==> src/rtl/merge8_rr_if.sv <==
// Flit and select channels of the two-into-one round-robin merge.
interface merge8_rr_if #(
  parameter int W = 9
);
  logic         in0_valid;
  logic [W-1:0] in0_data;
  logic         in0_ready;
  logic         in1_valid;
  logic [W-1:0] in1_data;
  logic         in1_ready;
  logic         out_valid;
  logic [W-1:0] out_data;
  logic         out_ready;
  logic         s_valid;
  logic         s_data;
  logic         s_ready;

  modport slave (
    input  in0_valid, in0_data, in1_valid, in1_data, out_ready, s_ready,
    output in0_ready, in1_ready, out_valid, out_data, s_valid, s_data
  );

  modport master (
    output in0_valid, in0_data, in1_valid, in1_data, out_ready, s_ready,
    input  in0_ready, in1_ready, out_valid, out_data, s_valid, s_data
  );
endinterface

==> src/rtl/merge8_rr.sv <==
// Round-robin merge of two flit channels into one, with a 2-entry queue that
// lets the data and select consumers stall independently.
module merge8_rr #(
  parameter int W = 9
) (
  input logic        clk,
  input logic        reset,
  merge8_rr_if.slave bus
);
  logic [W:0]   mem [2];
  logic [1:0]   count;
  logic         rd_ptr;
  logic         wr_ptr;
  logic         prio;
  logic         data_done;
  logic         sel_done;

  logic         space;
  logic         grant0;
  logic         grant1;
  logic         push;
  logic         head_valid;
  logic         data_fin;
  logic         sel_fin;
  logic         retire;
  logic [W-1:0] push_data;

  always_comb begin
    space      = (count < 2'd2) && !reset;
    grant0     = space && bus.in0_valid && (!bus.in1_valid || !prio);
    grant1     = space && bus.in1_valid && (!bus.in0_valid || prio);
    push       = grant0 || grant1;
    push_data  = grant1 ? bus.in1_data : bus.in0_data;

    head_valid = (count != 2'd0);
    // A head retires once both consumers have taken it, in either order.
    data_fin   = data_done || (head_valid && !data_done && bus.out_ready);
    sel_fin    = sel_done  || (head_valid && !sel_done  && bus.s_ready);
    retire     = head_valid && data_fin && sel_fin;

    bus.in0_ready = grant0;
    bus.in1_ready = grant1;
    bus.out_valid = head_valid && !data_done;
    bus.s_valid   = head_valid && !sel_done;
    bus.out_data  = mem[rd_ptr][W-1:0];
    bus.s_data    = mem[rd_ptr][W];
  end

  always_ff @(posedge clk) begin
    if (reset) begin
      for (int unsigned i = 0; i < 2; i++) mem[i] <= '0;
      count     <= '0;
      rd_ptr    <= 1'b0;
      wr_ptr    <= 1'b0;
      prio      <= 1'b0;
      data_done <= 1'b0;
      sel_done  <= 1'b0;
    end else begin
      if (push) begin
        mem[wr_ptr] <= {grant1, push_data};
        wr_ptr      <= ~wr_ptr;
        prio        <= ~grant1;
      end
      if (retire) begin
        rd_ptr    <= ~rd_ptr;
        data_done <= 1'b0;
        sel_done  <= 1'b0;
      end else begin
        data_done <= data_fin;
        sel_done  <= sel_fin;
      end
      if (push && !retire)
        count <= count + 2'd1;
      else if (retire && !push)
        count <= count - 2'd1;
    end
  end
endmodule

==> src/flat_wrapper.sv <==
// flat-port wrapper written by rule: the top's interface ports become plain ports
module merge8_rr_flat 
#(
  parameter int W = 9
)
  (clk, reset, bus_in0_valid, bus_in0_data, bus_in1_valid, bus_in1_data, bus_out_ready, bus_s_ready, bus_in0_ready, bus_in1_ready, bus_out_valid, bus_out_data, bus_s_valid, bus_s_data);
  merge8_rr_if #(.W(W)) bus_i ();
  input logic clk;
  input logic reset;
  input wire logic [$bits(bus_i.in0_valid)-1:0] bus_in0_valid;
  input wire logic [$bits(bus_i.in0_data)-1:0] bus_in0_data;
  input wire logic [$bits(bus_i.in1_valid)-1:0] bus_in1_valid;
  input wire logic [$bits(bus_i.in1_data)-1:0] bus_in1_data;
  input wire logic [$bits(bus_i.out_ready)-1:0] bus_out_ready;
  input wire logic [$bits(bus_i.s_ready)-1:0] bus_s_ready;
  output wire logic [$bits(bus_i.in0_ready)-1:0] bus_in0_ready;
  output wire logic [$bits(bus_i.in1_ready)-1:0] bus_in1_ready;
  output wire logic [$bits(bus_i.out_valid)-1:0] bus_out_valid;
  output wire logic [$bits(bus_i.out_data)-1:0] bus_out_data;
  output wire logic [$bits(bus_i.s_valid)-1:0] bus_s_valid;
  output wire logic [$bits(bus_i.s_data)-1:0] bus_s_data;
  assign bus_i.in0_valid = bus_in0_valid;
  assign bus_i.in0_data = bus_in0_data;
  assign bus_i.in1_valid = bus_in1_valid;
  assign bus_i.in1_data = bus_in1_data;
  assign bus_i.out_ready = bus_out_ready;
  assign bus_i.s_ready = bus_s_ready;
  assign bus_in0_ready = bus_i.in0_ready;
  assign bus_in1_ready = bus_i.in1_ready;
  assign bus_out_valid = bus_i.out_valid;
  assign bus_out_data = bus_i.out_data;
  assign bus_s_valid = bus_i.s_valid;
  assign bus_s_data = bus_i.s_data;
  merge8_rr #(.W(W)) u_core (.clk(clk), .reset(reset), .bus(bus_i));
endmodule
==> config.mk <==
export PLATFORM = sky130hd
export DESIGN_NAME = merge8_rr_flat
export DESIGN_NICKNAME = d
export VERILOG_FILES = /design/src/rtl/merge8_rr_if.sv /design/src/rtl/merge8_rr.sv /design/src/flat_wrapper.sv
export SDC_FILE = /design/constraint.sdc
export NUM_CORES = 1
export LEC_CHECK = 0
export BUFFER_PORTS_ARGS = -buffer_cell sky130_fd_sc_hd__buf_2
export CORE_MARGIN = 3
export CORE_UTILIZATION = 51
export DETAILED_ROUTE_END_ITERATION = 7
export GPL_TIMING_DRIVEN = 0
export PLACE_DENSITY = 0.74
export SETUP_SLACK_MARGIN = 0.5
export SLEW_MARGIN = 25
export SYNTH_ARGS = -nofsm -noshare
export SYNTH_HDL_FRONTEND = slang
export SYNTH_SLANG_ARGS = --single-unit
==> constraint.sdc <==
create_clock -name clk -period 1.9 [get_ports clk]
set_input_delay 0.38 -clock clk [delete_from_list [all_inputs] [get_ports clk]]
set_output_delay 0.38 -clock clk [all_outputs]
set_load 0.02 [all_outputs]
---- Yosys cells after proc, flatten, opt, wreduce, memory -nomap -nowiden ----
Memories as Yosys holds them, arrays and structs flattened. A register that Yosys moved wholly into a read port is not among the register bits.
Index checks and enable logic that the tools add are counted.
word-level totals
  register bits after elaboration ......... 7
  output and inout bits ................... 14
  logic and storage cells ................. 56
  memory bits (writable) .................. 20
  memories ................................ 1
  bits of input ports ..................... 24
cells by class
  reduce and logical (&&, ||, !) cells .... 30
  add/sub/neg operators ................... 2
  multiplexer cells ....................... 13
  order comparisons ....................... 1
  bitwise gates (word level) .............. 3
memory list
  memory      depth  bits a word  rd ports  clocked after memory_dff  wr ports  line             source
  u_core.mem  2      10           1         1                         2         merge8_rr.sv:10  logic [W:0] mem [2];
operator list
  kind                 count
  $logic_and 1x1->1    13
  $mux 10              1
  $reduce_or 10->1     1
  $mux 1               9
  $mux 9               1
  $logic_not 1->1      8
  $logic_or 1x1->1     5
  $mux 2               2
  $reduce_bool 2->1    2
  $not 1->1            3
  $add 2x1->2 const B  1
  $lt 2x2->1 const B   1
  $reduce_or 2->1      1
  $sub 2x1->2 const B  1

---- Depth between registers and ports, before layout ----
Gate-level depths: netlist of run 1.
  depth in word-level cells ............... 10
  mapped depth ............................ 8
  gate-level depth less buffers ........... 7

---- Least setup slack after synthesis of run 1 ----
No wires, ideal clock.
  path kind ............................... flip-flop to flip-flop
  from .................................... register u_core.count[1]
  to ...................................... register u_core.count[1]
  path buffers ............................ 1
  period minus slack after synthesis ...... 1.742 ns
  path slack .............................. 0.158 ns
  data arrival time ....................... 1.672 ns
  data required time ...................... 1.830 ns
  cell stages (with the launch flop) ...... 8
  setup time .............................. 0.070 ns
  path through ............................ dfxtp_1 buf_6 nor2_1 nor2_1 inv_1 ha_1 or3_2 a21oi_1
between the ends
  cells in the longest elaborated chain, start to end .. 9
  elaborated cells on any way between the ends .. 25
  those cells by class .................... add/sub (2); order compare (1); mux (2); reduce/logical (20)
ends and longest elaborated chain
  what                                                line             source
  start, declared                                     merge8_rr.sv:11  logic [1:0] count;
  start signal, assigned                              merge8_rr.sv:73  count <= count + 2'd1;
  start signal, assigned                              merge8_rr.sv:75  count <= count - 2'd1;
  branches (longest 9 deep; another with $lt 2x2->1)  -
Several ways; the timed one is not identified. The select of a mux whose other input is x is not followed.
A chain may end at the register's enable or synchronous reset.

==> report_table.html, run 1 <==
<table>
<tr><th>Metric</th><th>Value</th></tr>
<tr><th colspan="2">Status</th></tr>
<tr><td>Run status</td><td>finished clean</td></tr>
<tr><th colspan="2">Logic synthesis</th></tr>
<tr><td>Register area share after synthesis</td><td>0.549</td></tr>
<tr><td>Post-synth EDFFs</td><td>20</td></tr>
<tr><td>Main synth FF type</td><td>edfxtp_1</td></tr>
<tr><td>Top cells by area, synth</td><td>edfxtp_1 (43%), dfxtp_1 (12%), mux2_2 (9.8%)</td></tr>
<tr><td>Post-Synthesis Net Count</td><td>150</td></tr>
<tr><td>Post-Syn Instances</td><td>125</td></tr>
<tr><td>Combined area of all synthesized cells</td><td>1390 um^2</td></tr>
<tr><td>Synth Area in Simple Gates</td><td>0.134</td></tr>
<tr><td>Netlist cell types</td><td>26</td></tr>
<tr><td>Top cells by instance count after synthesis</td><td>edfxtp_1 (20), a21oi_1 (14), mux2_2 (12)</td></tr>
<tr><td>Synthesized-area fraction occupied by ao, oa, aoi and oai cells</td><td>0.157</td></tr>
<tr><td>Arithmetic-cell share of the synthesized area counting full adders, half adders and majority gates</td><td>0.00903</td></tr>
<tr><td>Main combinational cell family by area after synthesis</td><td>compound AO/OA/AOI/OAI gates</td></tr>
<tr><td>Library cell with the highest instance count after synthesis</td><td>edfxtp_1</td></tr>
<tr><td>Area share of the largest cell type after synthesis</td><td>0.434</td></tr>
<tr><td>Total of warnings raised by yosys</td><td>0</td></tr>
<tr><td>Library cell with the largest summed area after synthesis</td><td>edfxtp_1</td></tr>
<tr><td>Total of flip-flops plus latches after synthesis</td><td>28</td></tr>
<tr><td>Share of flip-flops with an asynchronous set or reset after synthesis</td><td>0</td></tr>
<tr><td>Proportion of synthesized area in mux cells</td><td>0.0976</td></tr>
<tr><td>Synth Area per Inst</td><td>11.1 um^2</td></tr>
<tr><td>Synthesized-area fraction occupied by xor and xnor cells</td><td>0.0126</td></tr>
<tr><th colspan="2">Placement</th></tr>
<tr><td>Placer's final routability congestion estimate</td><td>0.695</td></tr>
<tr><td># port buffers</td><td>37</td></tr>
<tr><td>Dpl hpwl</td><td>between 2000 and 2500 um</td></tr>
<tr><th colspan="2">Clocking</th></tr>
<tr><td>CTS tree</td><td>built</td></tr>
<tr><td>Clk Tree Root Cell</td><td>clkbuf_4</td></tr>
<tr><td>CTS clock-pin slew for the worst setup and hold paths</td><td>0.15 ns</td></tr>
<tr><td>Maximum buffer depth of the clock tree</td><td>2</td></tr>
<tr><td>Number of buffers added by the clock tree synthesis step</td><td>3</td></tr>
<tr><td>CTS H-tree lvls</td><td>1</td></tr>
<tr><td>Latest clock arrival within the worst-skew pair</td><td>0.32 ns</td></tr>
<tr><td>Number of clock sinks seen by CTS</td><td>28</td></tr>
<tr><th colspan="2">Die</th></tr>
<tr><td>Die outline width</td><td>58.1 um</td></tr>
<tr><td>Starting utilization of the core area</td><td>0.549</td></tr>
<tr><td>Core footprint</td><td>2520 um^2</td></tr>
<tr><td>Num rows</td><td>18</td></tr>
<tr><td>IO Count</td><td>38</td></tr>
<tr><td>Full die area</td><td>3380 um^2</td></tr>
<tr><td>Die Ht</td><td>a little under 60 um</td></tr>
<tr><th colspan="2">Setup path</th></tr>
<tr><td>Critical Path AT</td><td>1.29 ns</td></tr>
<tr><td>Worst Setup End Kind</td><td>output pin</td></tr>
<tr><td>Critical path type</td><td>reg -&gt; out</td></tr>
<tr><td>Endpoint required time on the critical path</td><td>1.52 ns</td></tr>
<tr><td>Worst-path maximum fanout</td><td>5</td></tr>
<tr><td>Setup slack, reg-to-reg</td><td>0.36 ns</td></tr>
<tr><td>Worst reg2reg path depth</td><td>6</td></tr>
<tr><td>Worst reg2reg path startpoint</td><td>u_core.count[1]</td></tr>
<tr><td>Worst flop-to-flop path endpoint</td><td>u_core.count[1]</td></tr>
<tr><td>Destination of the critical timing path</td><td>bus_out_data[4]</td></tr>
<tr><td>Setup crit start kind</td><td>flip-flop</td></tr>
<tr><th colspan="2">Timing</th></tr>
<tr><td>Setup_tns</td><td>0 ns</td></tr>
<tr><td>Measured slew at the worst slew-check pin</td><td>0.410 ns</td></tr>
<tr><td>RSZ-0062 raised after global routing</td><td>yes</td></tr>
<tr><td>Rel. slew slack</td><td>0.726</td></tr>
<tr><td>Top achievable clock speed</td><td>599 MHz</td></tr>
<tr><td>Final hold violation count</td><td>0</td></tr>
<tr><td>Final critical delay including setup and external delays</td><td>1.67 ns</td></tr>
<tr><td>Final setup violation count</td><td>0</td></tr>
<tr><td>Worst Clk Skew</td><td>0.00291 ns</td></tr>
<tr><td>Crit share post-route</td><td>0.879</td></tr>
<tr><td>Number of pins exceeding their max-slew limit in the final report</td><td>0</td></tr>
<tr><th colspan="2">Final layout</th></tr>
<tr><td>Antenna diode count</td><td>0</td></tr>
<tr><td>Final nets</td><td>199</td></tr>
<tr><td>Layout area overhead</td><td>49.2%</td></tr>
<tr><td>Proportion of layout cells with a drive suffix above 1</td><td>0.618</td></tr>
<tr><th colspan="2">Worst hold path</th></tr>
<tr><td>Worst Hold Class</td><td>in -&gt; reg</td></tr>
<tr><th colspan="2">Global route</th></tr>
<tr><td>Pin count of the biggest net entering global routing</td><td>16</td></tr>
<tr><td>Global-route track usage on met2</td><td>0.382</td></tr>
<tr><td>Most crowded layer after global routing</td><td>met2</td></tr>
<tr><td>Via count of the first global-routing pass</td><td>1226</td></tr>
<tr><td>M1 GR Usage</td><td>0.285</td></tr>
<tr><td>Combined global-route utilization of all metal layers</td><td>0.219</td></tr>
<tr><td>First-pass GRT wire length</td><td>5670 um</td></tr>
<tr><td>Global routing usage on met3</td><td>0.0379</td></tr>
<tr><td>Number of antenna violations at the first check in global routing</td><td>0</td></tr>
<tr><td>Grt total ovfl</td><td>0</td></tr>
<tr><th colspan="2">Route</th></tr>
<tr><td>Residual DRC count</td><td>0</td></tr>
<tr><td>Number of violations reported at the end of detailed-routing iteration 0</td><td>37</td></tr>
<tr><td>Average detailed-routed wire length per instance</td><td>17.2 um</td></tr>
<tr><td>Number of nets with antenna violations after routing</td><td>0</td></tr>
<tr><td>Post-DR vias/cell</td><td>5.72</td></tr>
<tr><td>First-pass detailed-route iteration total</td><td>4</td></tr>
<tr><td>Overall via count from detail_route</td><td>1162</td></tr>
<tr><td>Detailed Route WL</td><td>3490 um</td></tr>
<tr><th colspan="2">Flow run</th></tr>
<tr><td>Number of maximum-capacitance constraint violations</td><td>0</td></tr>
<tr><th colspan="2">Pwr</th></tr>
<tr><td>Worst-case vdd ir drop</td><td>between 1 and 1.5 mV</td></tr>
<tr><td>Leakage power</td><td>0.000837 uW</td></tr>
<tr><td>Power, Total</td><td>2470 uW</td></tr>
<tr><td>Power density relative to cell area</td><td>1190 nW/um^2</td></tr>
</table>
[state kept, by name (all words and copies together), names as in the netlist, named ones only]
| name | cells |
|---|---|
| u_core.mem | 20 |
| u_core.prio | 1 |
| u_core.count | 2 |
| u_core.wr_ptr | 1 |
| u_core.sel_done | 1 |
| u_core.rd_ptr | 1 |
| u_core.data_done | 1 |
[final cells by class]
| cell class | count | area (um^2) |
|---|---|---|
| Buffer | 8 | 105 |
| Clock buffer | 4 | 26.3 |
| Fill cell | 141 | 455 |
| Inverter | 3 | 11.3 |
| Multi-Input combinational cell | 87 | 767 |
| Sequential cell | 28 | 771 |
| Tap cell | 30 | 37.5 |
| Timing Repair Buffer | 43 | 349 |
[metal layers]
layer	part of all wire	vias to the layer above
met2	0.52	39
met3	0.064	2
met5	0	-
met1	0.41	567
li1	-	554
met4	0.0029	0
[through the flow]
stage | setup WS (ns) | util | area (um^2) | std cells | hold WS [ns]
floorplan | 0.427 | - | 1460 | 125 | 0.458
global placement | 0.182 | 0.668 | 1690 | 192 | 0.470
detailed placement | 0.187 | 0.668 | 1690 | 192 | 0.499
CTS | 0.204 | 0.784 | 1980 | 203 | 0.348
global route | 0.193 | 0.819 | 2070 | 203 | 0.336
finish | 0.230 | 0.819 | 2070 | 203 | 0.357
[timing repair]
item,4_1_cts,5_1_grt
setup endpoints to repair,54,46
gates cloned,3,0
buffers inserted,4,0
pin swaps,7,4
hold buffers,0,0
gates resized for setup,58,34
[placed cells by master (no fill, tap or decap), types with 2 or more instances in the layout]
master	n
buf_2	23
edfxtp_1	20
buf_6	15
a21oi_1	13
mux2_4	10
nand3_1	9
a21oi_2	6
o21ai_1	5
dfxtp_2	5
buf_8	4
nor2_2	4
o21ai_2	4
a21oi_4	4
clkbuf_2	3
nor2_4	3
nand2b_4	3
nor2_1	3
clkbuf_4	3
buf_4	3
inv_1	2
nor2b_1	2
mux2_2	2
nor3_1	2
o21ai_0	2
dfxtp_1	2
[cell families after synthesis]
group / after synthesis
buffers and inverters: 11
muxes: 12
adders and majority gates: 1
xor gates and xnor gates: 2
and+or+nand+nor: 35
DFF: 28
AOI/OAI and AO/OA: 36
[worst max-delay path: stages (launching register included)]
cell and delay [ns]:
dfxtp_4 0.40, buf_8 0.13, mux2_4 0.31, buf_6 0.13
[report_power, final]
group          switching (uW)  leakage, uW  internal, uW  total (uW)
sequential               72.8     0.000279           803         875
combinational             633     0.000543           705        1340
clock                     172    0.0000150          82.1         254
total                     877     0.000837          1590        2470
[how the worst min path moves through the flow]
| stage | from | to | slack [ns] | cells past startpoint |
|---|---|---|---|---|
| 3_3_place_gp | u_core.wr_ptr | u_core.wr_ptr | 0.47 | 2 |
| 6_report | bus_out_ready | u_core.data_done | 0.36 | 3 |
| 4_1_cts | bus_s_ready | u_core.sel_done | 0.35 | 3 |
| 2_1_floorplan | u_core.wr_ptr | u_core.wr_ptr | 0.46 | 2 |
| 3_5_place_dp | u_core.prio | u_core.prio | 0.50 | 2 |
| 5_1_grt | bus_out_ready | u_core.data_done | 0.34 | 3 |
(Power assumes the default switching activity.)
==> inputs of run 2 (changes only) <==
PLACE_DENSITY = 0.85   (was 0.74)
==> report_table.html, run 2 (synthesis results as in run 1) <==
<table>
<tr><th>Metric</th><th>Value</th></tr>
<tr><th colspan="2">Status</th></tr>
<tr><td>Run status</td><td>finished clean</td></tr>
<tr><th colspan="2">Global route</th></tr>
<tr><td>Grt total ovfl</td><td>0</td></tr>
<tr><td>Via count of the first global-routing pass</td><td>1346</td></tr>
<tr><td>Pin count of the biggest net entering global routing</td><td>16</td></tr>
<tr><td>Number of antenna violations at the first check in global routing</td><td>0</td></tr>
<tr><td>Combined global-route utilization of all metal layers</td><td>0.256</td></tr>
<tr><td>First-pass GRT wire length</td><td>6410 um</td></tr>
<tr><th colspan="2">Die</th></tr>
<tr><td>Die Ht</td><td>58.1 um</td></tr>
<tr><td>IO Count</td><td>38</td></tr>
<tr><td>Full die area</td><td>3380 um^2</td></tr>
<tr><td>Starting utilization of the core area</td><td>0.549</td></tr>
<tr><td>Num rows</td><td>18</td></tr>
<tr><td>Die outline width</td><td>approximately 58 um</td></tr>
<tr><td>Core footprint</td><td>around 2500 um^2</td></tr>
<tr><th colspan="2">Timing</th></tr>
<tr><td>Top achievable clock speed</td><td>586 MHz</td></tr>
<tr><td>RSZ-0062 raised after global routing</td><td>yes</td></tr>
<tr><td>Worst Clk Skew</td><td>0.00891 ns</td></tr>
<tr><td>Rel. slew slack</td><td>0.768</td></tr>
<tr><td>Crit share post-route</td><td>0.897</td></tr>
<tr><td>Number of pins exceeding their max-slew limit in the final report</td><td>0</td></tr>
<tr><td>Final hold violation count</td><td>0</td></tr>
<tr><td>Measured slew at the worst slew-check pin</td><td>around 0.34 ns</td></tr>
<tr><td>Setup_tns</td><td>0 ns</td></tr>
<tr><td>Final critical delay including setup and external delays</td><td>1.71 ns</td></tr>
<tr><td>Final setup violation count</td><td>0</td></tr>
<tr><th colspan="2">Final layout</th></tr>
<tr><td>Largest Register</td><td>u_core.mem</td></tr>
<tr><td>Flip-flop count of the largest register after layout</td><td>20</td></tr>
<tr><td>Sequential cell area</td><td>771 um^2</td></tr>
<tr><td>Commonest cells after routing, fill and taps aside</td><td>buf_2 (26), edfxtp_1 (20), a21oi_1 (13), buf_6 (13)</td></tr>
<tr><td>Most common library cell in the layout ignoring fill and taps</td><td>buf_2</td></tr>
<tr><td>Final nets</td><td>201</td></tr>
<tr><td>Antenna diode count</td><td>0</td></tr>
<tr><td>Cell Count, Final, Fillers Out</td><td>205</td></tr>
<tr><td>Proportion of layout cells with a drive suffix above 1</td><td>0.583</td></tr>
<tr><td>Combined area of the multi-input logic cells</td><td>717 um^2</td></tr>
<tr><td>Layout area overhead</td><td>46.5%</td></tr>
<tr><td>Largest registers</td><td>u_core.mem (20), u_core.count (2)</td></tr>
<tr><td>Filler instances</td><td>158</td></tr>
<tr><th colspan="2">Pwr</th></tr>
<tr><td>Power density relative to cell area</td><td>approximately 1200 nW/um^2</td></tr>
<tr><td>Leakage power</td><td>0.000838 uW</td></tr>
<tr><td>Worst-case vdd ir drop</td><td>around 0.98 mV</td></tr>
<tr><th colspan="2">Route</th></tr>
<tr><td>Average detailed-routed wire length per instance</td><td>19.6 um</td></tr>
<tr><td>First-pass detailed-route iteration total</td><td>4</td></tr>
<tr><td>Overall via count from detail_route</td><td>1244</td></tr>
<tr><td>Post-DR vias/cell</td><td>6.07</td></tr>
<tr><td>Residual DRC count</td><td>0</td></tr>
<tr><td>Number of nets with antenna violations after routing</td><td>0</td></tr>
<tr><td>Number of violations reported at the end of detailed-routing iteration 0</td><td>around 40</td></tr>
<tr><td>Detailed Route WL</td><td>4020 um</td></tr>
<tr><th colspan="2">Setup path</th></tr>
<tr><td>Worst-path maximum fanout</td><td>5</td></tr>
<tr><td>Worst Setup End Kind</td><td>output pin</td></tr>
<tr><td>Setup crit start kind</td><td>flip-flop</td></tr>
<tr><td>Critical path type</td><td>reg -&gt; out</td></tr>
<tr><td>Critical Path AT</td><td>1.33 ns</td></tr>
<tr><td>Endpoint required time on the critical path</td><td>1.52 ns</td></tr>
<tr><th colspan="2">Clocking</th></tr>
<tr><td>Number of clock sinks seen by CTS</td><td>28</td></tr>
<tr><td>CTS tree</td><td>built</td></tr>
<tr><td>CTS H-tree lvls</td><td>1</td></tr>
<tr><td>Maximum buffer depth of the clock tree</td><td>2</td></tr>
<tr><td>CTS Hold Buffers Added</td><td>0</td></tr>
<tr><td>Number of buffers added by the clock tree synthesis step</td><td>3</td></tr>
<tr><td>CTS clock-pin slew for the worst setup and hold paths</td><td>around 0.16 ns</td></tr>
<tr><td>Clk Tree Root Cell</td><td>clkbuf_4</td></tr>
<tr><td>Latest clock arrival within the worst-skew pair</td><td>between 0.3 and 0.4 ns</td></tr>
<tr><th colspan="2">Flow run</th></tr>
<tr><td>Number of maximum-capacitance constraint violations</td><td>0</td></tr>
<tr><th colspan="2">Placement</th></tr>
<tr><td>Placer's final routability congestion estimate</td><td>0.721</td></tr>
<tr><td>Dpl hpwl</td><td>2420 um</td></tr>
<tr><td>Placed insts</td><td>192</td></tr>
<tr><td># port buffers</td><td>37</td></tr>
<tr><th colspan="2">Worst hold path</th></tr>
<tr><td>Worst Hold Class</td><td>in -&gt; reg</td></tr>
</table>
[run 2: cell types whose count changed in the layout (fill, tap and decap cells not counted), sizes merged]
cell	delta
clkbuf	-1
buf	+3
[run 2: cell type report]
| type | count | share of cell area |
|---|---|---|
| Clock buffer | 4 | 0.0179 |
| Tap cell | 30 | 0.0185 |
| Sequential cell | 28 | 0.380 |
| Inverter | 3 | 0.00555 |
| Timing Repair Buffer | 45 | 0.173 |
| Buffer | 8 | 0.0518 |
| Multi-Input combinational cell | 87 | 0.353 |
[run 2: critical path: stages, from the launching register on]
cell	delay, ns
dfxtp_4	0.41
buf_8	0.13
mux2_4	0.31
buf_6	0.13
[run 2: worst paths after layout]
kind | from | endpoint | slack, ns | depth (start not counted)
hold / removal | bus_out_ready | u_core.data_done | 0.35 | 3
setup reg to reg | u_core.count[1] | u_core.mem[0][3] | 0.37 | 3
setup / recovery | flip-flop | bus_out_data[4] | 0.19 | 3
hold reg to reg | u_core.prio | u_core.prio | 0.52 | 2
[run 2: routing by layer]
| metal | track usage | up-vias | wire length, um |
|---|---|---|---|
| met5 | 0 | - | 0 |
| met2 | 0.476 | 58 | 2190 |
| met4 | 0.142 | 0 | 123 |
| met1 | 0.275 | 611 | 1480 |
| met3 | 0.0334 | 14 | 228 |
| li1 | - | 561 | - |
[run 2: what timing repair did]
| item | 4_1_cts | 5_1_grt |
|---|---|---|
| gates resized for setup | 63 | 12 |
| setup endpoints to repair | 55 | 44 |
| setup buffers | 5 | 1 |
| pin swaps | 7 | 3 |
| gates cloned | 3 | 0 |
[run 2: power breakdown]
| part | switching, uW | internal [uW] | total (uW) |
|---|---|---|---|
| Combinational | 618 | 664 | 1280 |
| Sequential | 78.0 | 803 | 881 |
| Clock | 186 | 118 | 303 |
[run 2: through the flow]
stage | instance area [um^2] | worst slack [ns] | utilization | hold WS [ns] | power (uW)
after floorplan | 1460 | 0.427 | - | 0.458 | 1510
after global placement | 1690 | 0.182 | 0.668 | 0.470 | 1700
after detailed placement | 1690 | 0.161 | 0.668 | 0.492 | 1740
after CTS | 2010 | 0.191 | 0.797 | 0.348 | 2390
after global routing | 2030 | 0.179 | 0.805 | 0.372 | 2580
final | 2030 | 0.195 | 0.805 | 0.348 | 2470
==> inputs of run 3 (changes only) <==
ABC_AREA = 1   (was default)
==> report_table.html, run 3 <==
<table>
<tr><th>Metric</th><th>Value</th></tr>
<tr><th colspan="2">Status</th></tr>
<tr><td>Run status</td><td>finished clean</td></tr>
<tr><th colspan="2">Global route</th></tr>
<tr><td>Grt total ovfl</td><td>0</td></tr>
<tr><td>Combined global-route utilization of all metal layers</td><td>0.207</td></tr>
<tr><td>First-pass GRT wire length</td><td>between 5000 and 6000 um</td></tr>
<tr><td>Pin count of the biggest net entering global routing</td><td>16</td></tr>
<tr><td>Via count of the first global-routing pass</td><td>between 1000 and 1500</td></tr>
<tr><td>Number of antenna violations at the first check in global routing</td><td>0</td></tr>
<tr><th colspan="2">Timing</th></tr>
<tr><td>Final setup violation count</td><td>0</td></tr>
<tr><td>Rel. slew slack</td><td>0.419</td></tr>
<tr><td>Measured slew at the worst slew-check pin</td><td>0.870 ns</td></tr>
<tr><td>Setup_tns</td><td>0 ns</td></tr>
<tr><td>Final critical delay including setup and external delays</td><td>~1.7 ns</td></tr>
<tr><td>Worst Clk Skew</td><td>0.0104 ns</td></tr>
<tr><td>Number of pins exceeding their max-slew limit in the final report</td><td>0</td></tr>
<tr><td>Crit share post-route</td><td>0.889</td></tr>
<tr><td>RSZ-0062 raised after global routing</td><td>yes</td></tr>
<tr><td>Final hold violation count</td><td>0</td></tr>
<tr><td>Top achievable clock speed</td><td>roughly 600 MHz</td></tr>
<tr><th colspan="2">Logic synthesis</th></tr>
<tr><td>Total of flip-flops plus latches after synthesis</td><td>28</td></tr>
<tr><td>Post-Syn Instances</td><td>141</td></tr>
<tr><td>Total of warnings raised by yosys</td><td>0</td></tr>
<tr><td>Share of flip-flops with an asynchronous set or reset after synthesis</td><td>0</td></tr>
<tr><td>Synth Area per Inst</td><td>roughly 10 um^2</td></tr>
<tr><td>Library cell with the largest summed area after synthesis</td><td>edfxtp_1</td></tr>
<tr><td>Main synth FF type</td><td>edfxtp_1</td></tr>
<tr><td>Netlist cell types</td><td>20</td></tr>
<tr><td>Area share of the largest cell type after synthesis</td><td>0.422</td></tr>
<tr><td>Library cell with the highest instance count after synthesis</td><td>nor2_1</td></tr>
<tr><td>Top cells by area, synth</td><td>edfxtp_1 (42%), dfxtp_1 (11%), mux2_2 (7.9%)</td></tr>
<tr><td>Top cells by instance count after synthesis</td><td>nor2_1 (27), inv_1 (22), edfxtp_1 (20)</td></tr>
<tr><td>Post-synth EDFFs</td><td>20</td></tr>
<tr><td>Register area share after synthesis</td><td>0.534</td></tr>
<tr><td>Post-Synthesis Net Count</td><td>166</td></tr>
<tr><td>Combined area of all synthesized cells</td><td>1420 um^2</td></tr>
<tr><th colspan="2">Die</th></tr>
<tr><td>Die Ht</td><td>58.8 um</td></tr>
<tr><td>IO Count</td><td>38</td></tr>
<tr><td>Core footprint</td><td>2570 um^2</td></tr>
<tr><td>Full die area</td><td>3460 um^2</td></tr>
<tr><td>Num rows</td><td>18</td></tr>
<tr><td>Die outline width</td><td>58.8 um</td></tr>
<tr><td>Starting utilization of the core area</td><td>0.555</td></tr>
<tr><th colspan="2">Placement</th></tr>
<tr><td>Placer's final routability congestion estimate</td><td>0.707</td></tr>
<tr><td>Placed insts</td><td>208</td></tr>
<tr><td>Dpl hpwl</td><td>2050 um</td></tr>
<tr><td># port buffers</td><td>37</td></tr>
<tr><th colspan="2">Route</th></tr>
<tr><td>Post-DR vias/cell</td><td>5.31</td></tr>
<tr><td>Detailed Route WL</td><td>4030 um</td></tr>
<tr><td>Number of violations reported at the end of detailed-routing iteration 0</td><td>39</td></tr>
<tr><td>Overall via count from detail_route</td><td>1222</td></tr>
<tr><td>First-pass detailed-route iteration total</td><td>4</td></tr>
<tr><td>Residual DRC count</td><td>0</td></tr>
<tr><td>Number of nets with antenna violations after routing</td><td>0</td></tr>
<tr><td>Average detailed-routed wire length per instance</td><td>17.5 um</td></tr>
<tr><th colspan="2">Clocking</th></tr>
<tr><td>Number of buffers added by the clock tree synthesis step</td><td>3</td></tr>
<tr><td>Maximum buffer depth of the clock tree</td><td>2</td></tr>
<tr><td>CTS Hold Buffers Added</td><td>0</td></tr>
<tr><td>Latest clock arrival within the worst-skew pair</td><td>around 0.35 ns</td></tr>
<tr><td>CTS clock-pin slew for the worst setup and hold paths</td><td>0.16 ns</td></tr>
<tr><td>CTS tree</td><td>built</td></tr>
<tr><td>CTS H-tree lvls</td><td>1</td></tr>
<tr><td>Number of clock sinks seen by CTS</td><td>28</td></tr>
<tr><td>Clk Tree Root Cell</td><td>clkbuf_4</td></tr>
<tr><th colspan="2">Worst hold path</th></tr>
<tr><td>Number of cells traversed by the worst hold path</td><td>3</td></tr>
<tr><td>Worst Hold Class</td><td>in -&gt; reg</td></tr>
<tr><td>Worst hold start</td><td>bus_in1_data[2]</td></tr>
<tr><td>Hold Crit Endpoint</td><td>u_core.mem[1][2]</td></tr>
<tr><th colspan="2">Setup path</th></tr>
<tr><td>Setup crit start kind</td><td>flip-flop</td></tr>
<tr><td>Endpoint required time on the critical path</td><td>1.52 ns</td></tr>
<tr><td>Worst flop-to-flop path endpoint</td><td>u_core.count[1]</td></tr>
<tr><td>Critical Path AT</td><td>approximately 1.3 ns</td></tr>
<tr><td>Worst reg2reg path startpoint</td><td>u_core.prio</td></tr>
<tr><td>Setup slack, reg-to-reg</td><td>around 0.36 ns</td></tr>
<tr><td>Worst-path maximum fanout</td><td>5</td></tr>
<tr><td>Worst reg2reg path depth</td><td>11</td></tr>
<tr><td>Worst Setup End Kind</td><td>output pin</td></tr>
<tr><td>Critical path type</td><td>reg -&gt; out</td></tr>
<tr><th colspan="2">Final layout</th></tr>
<tr><td>Antenna diode count</td><td>0</td></tr>
<tr><td>Final nets</td><td>226</td></tr>
<tr><td>Flip-flop count of the largest register after layout</td><td>20</td></tr>
<tr><td>Filler instances</td><td>124</td></tr>
<tr><td>Largest Register</td><td>u_core.mem</td></tr>
<tr><td>Cell Count, Final, Fillers Out</td><td>230</td></tr>
<tr><td>Commonest cells after routing, fill and taps aside</td><td>buf_2 (24), nor2_1 (23), inv_1 (21)</td></tr>
<tr><td>Sequential cell area</td><td>about 770 um^2</td></tr>
<tr><td>Most common library cell in the layout ignoring fill and taps</td><td>buf_2</td></tr>
<tr><td>Proportion of layout cells with a drive suffix above 1</td><td>0.580</td></tr>
<tr><td>Combined area of the multi-input logic cells</td><td>777 um^2</td></tr>
<tr><td>Final core utilization</td><td>0.858</td></tr>
<tr><td>Layout area overhead</td><td>54.7%</td></tr>
<tr><td>Largest registers</td><td>u_core.mem (20), u_core.count (2)</td></tr>
<tr><th colspan="2">Pwr</th></tr>
<tr><td>Worst-case vdd ir drop</td><td>0.957 mV</td></tr>
<tr><td>Leakage power</td><td>between 0.001 and 0.0015 uW</td></tr>
<tr><td>Power density relative to cell area</td><td>991 nW/um^2</td></tr>
<tr><th colspan="2">Flow run</th></tr>
<tr><td>Number of maximum-capacitance constraint violations</td><td>0</td></tr>
</table>
run 3: changes by cell type after synthesis, sizes merged, moves of 4 or more:
cell    change
a21oi      -19
clkbuf      -6
inv        +20
nand2      +22
nand2b      -4
nor2       +18
run 3: power by group:
part	internal (uW)	switching [uW]
sequential	768	58.4
combinational	505	541
clock	118	192
total	1390	792
run 3: worst max path at each step:
stage                  endpoint
2_1_floorplan   u_core.count[1]
3_3_place_gp   u_core.mem[0][2]
3_5_place_dp   u_core.mem[0][2]
4_1_cts         bus_out_data[7]
5_1_grt         bus_out_data[1]
6_report        bus_out_data[7]
run 3: cell type report:
| class | instances | area share |
|---|---|---|
| inverters | 23 | 0.0449 |
| multi-input cells | 89 | 0.353 |
| well taps | 30 | 0.0170 |
| flip-flops and latches | 28 | 0.348 |
| repair buffers | 53 | 0.197 |
| clock buffers | 4 | 0.0165 |
| plain buffers | 3 | 0.0233 |
run 3: repair_timing:
item | 4_1_cts | 5_1_grt
pin swaps | 11 | 6
cloned | 1 | 3
setup buffers | 12 | 2
resized for setup | 64 | 24
setup endpoints to repair | 36 | 54
run 3: kinds of logic after synthesis:
family | share of synthesized area
buffers and inverters | 0.0800
and+or+nand+nor | 0.218
DFF | 0.534
adders and majority gates | 0.00879
muxes | 0.0791
AOI/OAI and AO/OA | 0.0800
run 3: per-layer routing:
layer,track usage,share of wire,up-vias
li1,-,-,576
met1,0.232,0.35,556
met2,0.407,0.56,71
met3,0.0329,0.061,19
met4,0.0388,0.027,0
met5,0,0,-
run 3: through the flow:
| step | hold WS (ns) | instance area, um^2 | setup slack (ns) | total power (uW) |
|---|---|---|---|---|
| after floorplan | 0.456 | 1430 | 0.490 | 1250 |
| after CTS | 0.362 | 2010 | 0.232 | 1990 |
| final | 0.349 | 2200 | 0.210 | 2180 |
| after global routing | 0.369 | 2200 | 0.189 | 2270 |
| after detailed placement | 0.487 | 1660 | 0.158 | 1420 |
| after global placement | 0.473 | 1660 | 0.222 | 1380 |
run 3: worst max-delay path, stage by stage, from the launching register on:
cell,delay (ns)
dfxtp_2,0.39
buf_6,0.14
mux2_4,0.31
buf_6,0.13
